--- config.mk ---
export PLATFORM = sky130hd
export DESIGN_NAME = pc_sequencer
export DESIGN_NICKNAME = d
export VERILOG_FILES = /design/src/rtl/pc_sequencer.sv
export SDC_FILE = /design/constraint.sdc
export NUM_CORES = 1
export LEC_CHECK = 0
export CAP_MARGIN = 0
export CORE_MARGIN = 5
export CORE_UTILIZATION = 38
export CTS_CLUSTER_DIAMETER = 150
export DETAILED_ROUTE_END_ITERATION = 16
export GPL_ROUTABILITY_DRIVEN = 0
export HOLD_SLACK_MARGIN = 0.15
export PLACE_DENSITY = 0.78
export SETUP_SLACK_MARGIN = 0.15
export SYNTH_ARGS = -nofsm -noshare
export SYNTH_HDL_FRONTEND = slang
export SYNTH_SLANG_ARGS = --single-unit
export TNS_END_PERCENT = 50
--- constraint.sdc ---
create_clock -name clk -period 1.64 [get_ports clk]
set_clock_uncertainty 0.1 [all_clocks]
set_input_delay 0.164 -clock clk [delete_from_list [all_inputs] [get_ports clk]]
set_output_delay 0.164 -clock clk [all_outputs]
set_load 0.01 [all_outputs]
--- src/rtl/pc_sequencer.sv ---
// pc_sequencer: fetch/execute/update controller that drives the program counter's nia/branch/im controls.
// Latency: 4 cycles minimum per instruction (FETCH, EXEC start, EXEC done, UPDATE); all outputs registered.
// Backpressure: waits indefinitely in FETCH for imem_ack and in EXEC for ex_done; the counter is held meanwhile.
//
// Ports:
//   clk, rst                  clock, synchronous active-high reset
//   pc[7:0]                   current counter address (source of the CALL return address)
//   imem_req/imem_ack/imem_data  instruction fetch handshake; opcode [15:12], imm [7:0]
//   ex_start/instr            one-cycle start pulse and latched instruction for the execute unit
//   ex_done/ex_zero           execute completion and zero flag
//   nia/branch/im             counter controls (hold = nia 1, branch 0, im 0)
//   halted                    high once HLT has completed, until reset
//   ras_err                   one-cycle pulse on return-stack overflow (CALL) or underflow (RET)
// Build option: define PC_SEQ_RAS_EN to include the return-address stack. Without it CALL acts as
// JMP, RET acts as an increment and ras_err is constant 0.
module pc_sequencer #(
  parameter int RAS_DEPTH = 4
) (
  input  logic        clk,
  input  logic        rst,
  input  logic [7:0]  pc,
  output logic        imem_req,
  input  logic        imem_ack,
  input  logic [15:0] imem_data,
  output logic        ex_start,
  output logic [15:0] instr,
  input  logic        ex_done,
  input  logic        ex_zero,
  output logic        nia,
  output logic        branch,
  output logic [7:0]  im,
  output logic        halted,
  output logic        ras_err
);

  if (RAS_DEPTH < 2 || RAS_DEPTH > 16 || (RAS_DEPTH & (RAS_DEPTH - 1)) != 0) begin : g_bad_depth
    $error("pc_sequencer: RAS_DEPTH must be a power of two in 2..16");
  end

  localparam logic [3:0] OP_JMP  = 4'h1;
  localparam logic [3:0] OP_BRZ  = 4'h2;
  localparam logic [3:0] OP_CALL = 4'h3;
  localparam logic [3:0] OP_RET  = 4'h4;
  localparam logic [3:0] OP_HLT  = 4'hF;

  typedef enum logic [1:0] {
    S_FETCH,
    S_EXEC,
    S_UPDATE,
    S_HALT
  } state_t;

  state_t state;

  logic [3:0] op;
  logic [7:0] imm;
  assign op  = instr[15:12];
  assign imm = instr[7:0];

  // Decoded controls for the UPDATE cycle, registered on the EXEC->UPDATE transition.
  logic       d_nia;
  logic       d_branch;
  logic [7:0] d_im;
  logic       d_push;
  logic       d_pop;
  logic       d_err;

  // ex_start is high only in the first EXEC cycle, so it doubles as the "ignore ex_done" flag.
  logic done_ok;
  assign done_ok = ex_done && !ex_start;

`ifdef PC_SEQ_RAS_EN
  localparam int PW = $clog2(RAS_DEPTH);

  logic [7:0]    ras_mem [RAS_DEPTH];
  logic [PW-1:0] ras_ptr;   // next write slot; top of stack is ras_ptr-1
  logic [PW:0]   ras_cnt;   // valid entries, saturates at RAS_DEPTH
  logic [PW-1:0] ras_top;
  logic          ras_full;
  logic          ras_empty;

  assign ras_top   = ras_ptr - 1'b1;
  assign ras_full  = (ras_cnt == (PW+1)'(RAS_DEPTH));
  assign ras_empty = (ras_cnt == '0);
`else
  // The return address is only needed by the stack.
  logic unused_pc;
  assign unused_pc = ^pc;
  assign ras_err   = 1'b0;
`endif

  always_comb begin
    d_nia    = 1'b0;
    d_branch = 1'b1;
    d_im     = 8'h00;
    d_push   = 1'b0;
    d_pop    = 1'b0;
    d_err    = 1'b0;
    case (op)
      OP_JMP: begin
        d_branch = 1'b0;
        d_im     = imm;
      end
      OP_BRZ: begin
        if (ex_zero) begin
          d_nia = 1'b1;
          d_im  = imm;
        end
      end
      OP_CALL: begin
        d_branch = 1'b0;
        d_im     = imm;
`ifdef PC_SEQ_RAS_EN
        d_push   = 1'b1;
        d_err    = ras_full;
`endif
      end
      OP_RET: begin
`ifdef PC_SEQ_RAS_EN
        // Underflow falls through to a plain increment.
        if (ras_empty) begin
          d_err = 1'b1;
        end else begin
          d_pop    = 1'b1;
          d_branch = 1'b0;
          d_im     = ras_mem[ras_top];
        end
`endif
      end
      default: ;
    endcase
  end

  always_ff @(posedge clk) begin
    if (rst) begin
      state    <= S_FETCH;
      imem_req <= 1'b1;
      ex_start <= 1'b0;
      instr    <= 16'h0000;
      nia      <= 1'b1;
      branch   <= 1'b0;
      im       <= 8'h00;
      halted   <= 1'b0;
`ifdef PC_SEQ_RAS_EN
      ras_err  <= 1'b0;
      ras_ptr  <= '0;
      ras_cnt  <= '0;
`endif
    end else begin
      // Hold is the default in every cycle except UPDATE.
      ex_start <= 1'b0;
      nia      <= 1'b1;
      branch   <= 1'b0;
      im       <= 8'h00;
`ifdef PC_SEQ_RAS_EN
      ras_err  <= 1'b0;
`endif
      case (state)
        S_FETCH: begin
          if (imem_ack) begin
            instr    <= imem_data;
            imem_req <= 1'b0;
            ex_start <= 1'b1;
            state    <= S_EXEC;
          end
        end
        S_EXEC: begin
          if (done_ok) begin
            if (op == OP_HLT) begin
              halted <= 1'b1;
              state  <= S_HALT;
            end else begin
              nia    <= d_nia;
              branch <= d_branch;
              im     <= d_im;
              state  <= S_UPDATE;
`ifdef PC_SEQ_RAS_EN
              ras_err <= d_err;
              if (d_push) begin
                ras_ptr <= ras_ptr + 1'b1;
                if (!ras_full) ras_cnt <= ras_cnt + 1'b1;
              end else if (d_pop) begin
                ras_ptr <= ras_top;
                ras_cnt <= ras_cnt - 1'b1;
              end
`endif
            end
          end
        end
        S_UPDATE: begin
          imem_req <= 1'b1;
          state    <= S_FETCH;
        end
        S_HALT: ;
        default: state <= S_FETCH;
      endcase
    end
  end

`ifdef PC_SEQ_RAS_EN
  // Push writes pc+1 while the counter is still held at the CALL's address.
  always_ff @(posedge clk) begin
    if (!rst && state == S_EXEC && done_ok && op != OP_HLT && d_push) begin
      ras_mem[ras_ptr] <= pc + 8'd1;
    end
  end
`else
  logic unused_dec;
  assign unused_dec = d_push ^ d_pop ^ d_err;
`endif

endmodule

# Yosys cells after proc, flatten, opt, wreduce, memory -nomap -nowiden
# Cells that the tools add are included.
# word_totals
regBits,31
output_inout_bits,30
# classes
eq_ne,8
muxes,12
bitwise,3
n_reduce_logical,12
# ops
operator,count
case mux 8 bit (2 select lines),1
equality test 4 x 2 -> 1 bit (second input constant),2
two-way mux 8 bit,1
two-way mux 1 bit,6
case mux 2 bit (3 select lines),1
AND reduction 3 bit,2
equality test 4 x 1 -> 1 bit (second input constant),1
equality test 4 bit (second input constant),1
two-way mux 2 bit,2
inequality test 2 bit (second input constant),2
AND reduction 2 bit,2
OR reduction 2 bit,2
OR reduction 4 bit,1
inverter 1 bit,3
nonzero test 3 bit,1
equality test 2 x 1 -> 1 bit (second input constant),1
equality test 2 bit (second input constant),1
logical NOT 2 bit,1
case mux 1 bit (2 select lines),1
nonzero test 2 bit,1
logical AND 1 bit,1
logical NOT 1 bit,1

# Logic depth before layout (Yosys ltp)
# Gate-level depths: netlist (run 1).
# depth
ltp_word,4
ltp_mapped,5
mapped_depth_nobuf,3

# Worst setup path after synthesis (run 1)
# No wires, ideal clock.
# synth_path
kind,flip-flop to flip-flop
start,register state[1]
end,register instr[14]
arrival_ns,1.075
path_slack_ns,0.333
path_stages_with_launch,6
n_path_buf,2
period_less_slack_ns,1.307
cell_sequence,dfxtp_1 > or3b_1 > buf_6 > buf_8 > nand2_1 > a21oi_1
# synth_between
elab_chain_cells,2
# synth_rtl
element,line_no,source
"start, declared",53,state_t state;
"start signal, assigned",136,state <= S_FETCH;
"start signal, assigned",164,state <= S_EXEC;
"start signal, assigned",171,state <= S_HALT;
logical NOT 2 bit,158,case (state)
AND reduction 2 bit (no source line),-,
"end signal, assigned",161,instr <= imem_data;
"end, declared",26,"output logic [15:0] instr,"
# Every way passes these cells.
# A chain may end at the register's enable or synchronous reset.

# Final worst setup path (run 1)
# layout_path
start,register instr[4]
end,output instr[4]
# No word-level cell between the ends.

==> summary.txt, run 1 <==
Status
  – Status: complete, no violations

Setup path
  – Largest stage delay, worst path: 540 ps
  – CP max-delay cell: clkdlybuf4s50_1
  – Arrival @ worst endpoint: 1210 ps
  – Worst Path Required: ~1400 ps
  – Critical path class: reg -> out
  – Buf/Inv on CP: 1
  – Startpoint Class: flip-flop
  – Critical-path cell list: clkdlybuf4s50_1
  – Worst setup EP type: output port
  – CP Max Fanout: 3
  – CP top delay family: buffers and inverters

Floorplan
  – Die X: ~64 µm
  – Die area: 0.00406 mm²
  – Core area: 0.00276 mm²
  – Initial Util: 0.398
  – I/O pins: 59
  – Die Span Y: 63.7 µm
  – # rows: 19

Final layout
  – Commonest non-fill, non-tap cell in the layout: clkdlybuf4s50_1
  – FILL cells: 262
  – Area growth syn-to-layout: 56.0%
  – Design area: about 0.0017 mm²
  – Non-filler cells, final: 207
  – Most frequent cells in the layout: 34 x clkdlybuf4s50_1, 31 x nand2_1, 27 x dfxtp_1
  – Final net count: 204
  – Layout cell share with drive strength beyond 1: 0.136
  – # diodes: 0

Timing
  – Final Hold Fails: 0
  – Setup ws final: 164 ps
  – Tmin final: 1480 ps
  – Setup TNS: 0 ps
  – Slew Viols, Final: 0
  – Part of the cycle the worst path needs: 0.900
  – Max Clk Rate: 677 MHz
  – RSZ-0062 raised after global routing: yes
  – Count of final setup violators: 0

Clocking
  – CTS Buf Count: 5
  – CTS sink cnt: 31
  – Clock Latency Late Sink: 320 ps
  – Post_cts resized: 11
  – Clk root buf: clkbuf_4
  – CTS Hold Buffers Added: 0
  – H-tree lvl count: 2
  – Max clock buf depth: 2
  – Setup Buffers After CTS: 0
  – Worst-path clk slew: around 90 ps
  – CTS tree: built

Yosys
  – Mux cell area share after synthesis: 0
  – Synthesized instance count: around 120
  – Mapped Nets: 147
  – Distinct cells, synth: 24
  – Post-Synth XOR/XNOR Area: 0
  – Yosys top cell by area: dfxtp_1
  – Compound-Gate Fraction of Synth Area: 0.131
  – Synth Area in Adders: 0
  – Register area share after synthesis: 0.566
  – Mean Syn Cell Area: 9.30 µm²
  – Largest family of logic cells by synthesized area: simple AND/OR/NAND/NOR gates
  – Synthesis-stage register bit count: 31
  – Top cells by area, synth: dfxtp_1 57%, nand2_1 11%, a21oi_1 9.1%, and2_1 4.6%, and4bb_2 2.3%
  – Synth top area share: 0.566
  – Netlist Area Pre-Place: 0.00110 mm²
  – Syn. warnings: 0
  – Simple-gate share of the synthesized area: 0.242

Power
  – P_sw: 370 µW
  – Seq pwr share: 0.530
  – Worst VDD drop: ~830 µV
  – Lkg Pwr: 0.813 nW
  – Clock Power Share: 0.321
  – PwrDens: roughly 900 mW/mm²
  – Switch share: 0.240
  – Gate power share: 0.149
  – Internal Pwr Total: around 1.2 mW

Route
  – Vias: 1009
  – Per-cell routed wire length: 13.7 µm
  – Post-Route WL: about 2800 µm
  – Vias per cell: 4.87
  – DRC Markers: 0
  – DRT iter0 DRCs: 18
  – 1st-pass router iterations: 4
  – Routed Antenna Nets: 0

Worst hold path
  – HP Class: in -> reg

GRT
  – First-pass GRT wire length: around 4600 µm
  – GRT Total Usage: 0.146
  – Global route overflow: 0
  – Pin count of the biggest net entering global routing: 18
  – Vias in the first global route: roughly 1000
  – Initial antenna violation count: 0

Placement
  – Dpl hpwl: 2130 µm
  – Placement Setup Slack: 58.3 ps
  – Cell total after placement: 199
  – DP Area: about 0.0016 mm²
  – IO Port Bufs: 49

Run
  – Maxcap violations: 0
==> layout make-up <==
cell class	count	area, µm²	area share
clock buffers	8	68.8	0.0402
inverters	3	11.3	0.00658
multi-input cells	78	413	0.241
flip-flops and latches	31	626	0.365
well taps	31	38.8	0.0227
repair buffers	56	554	0.324
==> power groups by stage <==
| stage | combinational, mW | sequential (mW) | clock [mW] |
|---|---|---|---|
| after global placement | 0.234 | 0.830 | 0 |
| after CTS | 0.235 | 0.817 | 0.510 |
| final | 0.229 | 0.817 | 0.495 |
| after detailed placement | 0.241 | 0.833 | 0 |
| after floorplan | 0.0950 | 0.843 | 0 |
| after global routing | 0.253 | 0.822 | 0.549 |
==> cells in the mapped netlist <==
cell type  instances
nor3b_2            1
and4_1             1
buf_4              1
a221o_1            1
nand2b_1           1
nor3_1             1
clkbuf_1           2
inv_1              3
nor4b_1            1
and2_1             8
nand2_2            2
or3b_1             1
conb_1             1
o21a_1             1
nand2_1           31
a211o_1            1
buf_8              1
a21oi_1           20
buf_6              2
dfxtp_1           31
a2111oi_0          1
a31o_2             1
and4bb_2           2
nor2_1             3
==> through the flow <==
stage	power (mW)	utilization	hold slack [ps]
6_report	1.54	0.621	270
5_1_grt	1.62	0.621	264
4_1_cts	1.56	0.613	253
3_5_place_dp	1.07	0.590	353
3_3_place_gp	1.06	0.590	346
2_1_floorplan	0.938	-	154
==> sequential cells by signal, summed over array words and instances (netlist names) <==
name	flops
state	2
branch	1
im	8
ex_start	1
imem_req	1
nia	1
halted	1
instr	16
==> worst paths after layout <==
| path | slack (ps) | from | cells after the start | to |
|---|---|---|---|---|
| worst min-delay path | 270 | imem_data[12] | 3 | instr[12] |
| worst min register to register | 360 | instr[10] | 2 | instr[10] |
| worst max register to register | 260 | state[1] | 3 | im[5] |
| worst max-delay path | 160 | instr[4] | 1 | instr[4] |
==> metal layers <==
metal,up-vias,share of wire,track usage
met5,-,0,0
met4,0,0.019,0.0623
met3,5,0.084,0.0718
met2,37,0.49,0.244
met1,466,0.40,0.157
li1,501,-,-
==> kinds of logic after synthesis <==
family | count (synthesis)
and+or+nand+nor | 52
DFF | 31
AOI/OAI and AO/OA | 25
buffers and inverters | 9
other | 1
No activity file was read; power rests on OpenSTA's default activity.
==> run 2: changes to the inputs <==
--- a/config.mk
+++ b/config.mk
@@ -17,4 +17,3 @@
 export SYNTH_ARGS = -nofsm -noshare
 export SYNTH_HDL_FRONTEND = slang
 export SYNTH_SLANG_ARGS = --single-unit
-export TNS_END_PERCENT = 50
==> summary.txt, run 2 (synthesized netlist as in run 1, its figures left out) <==
Setup path
  – Critical-path cell list: clkdlybuf4s50_1
  – Worst Path Required: 1380 ps
  – CP max-delay cell: clkdlybuf4s50_1
  – Startpoint Class: flip-flop
  – Arrival @ worst endpoint: 1160 ps
  – Worst setup EP type: output port
  – Crit. Startpoint: im[4]
  – Largest stage delay, worst path: 530 ps
  – Reg2reg start: state[1]
  – Buf/Inv on CP: 1
  – CP top delay family: buffers and inverters
  – CP Max Fanout: 1
  – Critical path class: reg -> out

Clocking
  – CTS Hold Buffers Added: 0
  – H-tree lvl count: 2
  – Clk root buf: clkbuf_4
  – Max clock buf depth: 2
  – Worst-path clk slew: 90 ps
  – CTS tree: built
  – Post_cts resized: 19
  – CTS sink cnt: 31
  – Setup Buffers After CTS: 0
  – CTS Buf Count: 5
  – Clock Latency Late Sink: 320 ps

Route
  – Routed Antenna Nets: 0
  – Vias: 1013
  – Vias per cell: 4.89
  – DRT iter0 DRCs: 18
  – DRC Markers: 0
  – 1st-pass router iterations: 4
  – Post-Route WL: 2840 µm
  – Per-cell routed wire length: approximately 14 µm

Worst hold path
  – HP Class: in -> reg
  – Hold Startpoint: imem_data[12]

Power
  – Lkg Pwr: 0.851 nW
  – PwrDens: around 900 mW/mm²
  – Worst VDD drop: approximately 830 µV

Floorplan
  – # rows: 19
  – Core area: 0.00276 mm²
  – Die Span Y: 63.7 µm
  – Die area: slightly above 0.004 mm²
  – Initial Util: 0.398
  – Die X: 63.7 µm
  – I/O pins: 59

Placement
  – Dpl hpwl: 2130 µm
  – IO Port Bufs: 49
  – Cell total after placement: about 200
  – Placement Setup Slack: 58.3 ps

Final layout
  – Reg with most FFs: instr
  – Commonest non-fill, non-tap cell in the layout: nand2_1
  – Area growth syn-to-layout: 55.3%
  – Layout cell share with drive strength beyond 1: 0.136
  – Final net count: 204
  – Non-filler cells, final: just over 200
  – Max FFs per register: 16
  – Most frequent cells in the layout: 31 x nand2_1, 27 x dfxtp_1, 25 x clkdlybuf4s50_1
  – Post-Route Utilization: 0.618
  – # diodes: 0
  – Biggest regs: instr (16), im (8), state (2)

Status
  – Status: complete, no violations

Timing
  – Count of final setup violators: 0
  – Slew Viols, Final: 0
  – RSZ-0062 raised after global routing: no
  – Max Clk Rate: 701 MHz
  – Part of the cycle the worst path needs: 0.870
  – Final Hold Fails: 0
  – Setup ws final: 213 ps
  – Tmin final: 1430 ps
  – Setup TNS: 0 ps

GRT
  – Global route overflow: 0
  – First-pass GRT wire length: about 4600 µm
  – GRT Total Usage: 0.146
  – Initial antenna violation count: 0
  – Vias in the first global route: 998
  – Pin count of the biggest net entering global routing: 18

Run
  – Maxcap violations: 0
-- run 2: cell count changes in the layout (fill, tap and decap cells not counted), sizes merged --
cell | before | now
clkdlybuf4s50 | 34 | 25
dlygate4sd2 | 7 | 15
dlymetal6s2s | 8 | 9
-- run 2: final timing paths --
| kind | end | slack [ps] | depth (start not counted) |
|---|---|---|---|
| setup / recovery | im[4] | 210 | 1 |
| hold / removal | instr[12] | 270 | 3 |
| setup reg to reg | im[5] | 260 | 3 |
| hold reg to reg | instr[10] | 360 | 2 |
-- run 2: area by class of cell --
type / count / area, µm²
Multi-Input combinational cell: 78 / 413
Sequential cell: 31 / 626
Clock buffer: 8 / 68.8
Fill cell: 255 / 1050
Timing Repair Buffer: 56 / 547
Tap cell: 31 / 38.8
Inverter: 3 / 11.3
-- run 2: power breakdown --
| part | total [mW] | internal [mW] | switching (mW) |
|---|---|---|---|
| clock | 0.493 | 0.252 | 0.241 |
| combinational | 0.222 | 0.123 | 0.0991 |
| sequential | 0.816 | 0.788 | 0.0278 |
-- run 2: stage by stage --
| step | total power [mW] | instance area (µm²) | hold slack [ps] |
|---|---|---|---|
| 2_1_floorplan | 0.938 | 1100 | 154 |
| 3_3_place_gp | 1.06 | 1630 | 346 |
| 3_5_place_dp | 1.07 | 1630 | 353 |
| 4_1_cts | 1.55 | 1680 | 253 |
| 5_1_grt | 1.62 | 1700 | 264 |
| 6_report | 1.53 | 1700 | 272 |
-- run 2: layer usage --
layer / track usage / up-vias / wire, µm
met5: 0 / - / 0
met4: 0.0623 / 0 / 53
met3: 0.0718 / 5 / 244
met2: 0.244 / 42 / 1400
met1: 0.157 / 465 / 1140
li1: - / 501 / -
==> run 3: changes to the inputs <==
--- a/config.mk
+++ b/config.mk
@@ -9,6 +9,7 @@
 export CORE_MARGIN = 5
 export CORE_UTILIZATION = 38
 export CTS_CLUSTER_DIAMETER = 150
+export CTS_CLUSTER_SIZE = 16
 export DETAILED_ROUTE_END_ITERATION = 16
 export GPL_ROUTABILITY_DRIVEN = 0
 export HOLD_SLACK_MARGIN = 0.15
==> results of run 3 <==
Final layout, timing and power as in run 2 (identical DEF).
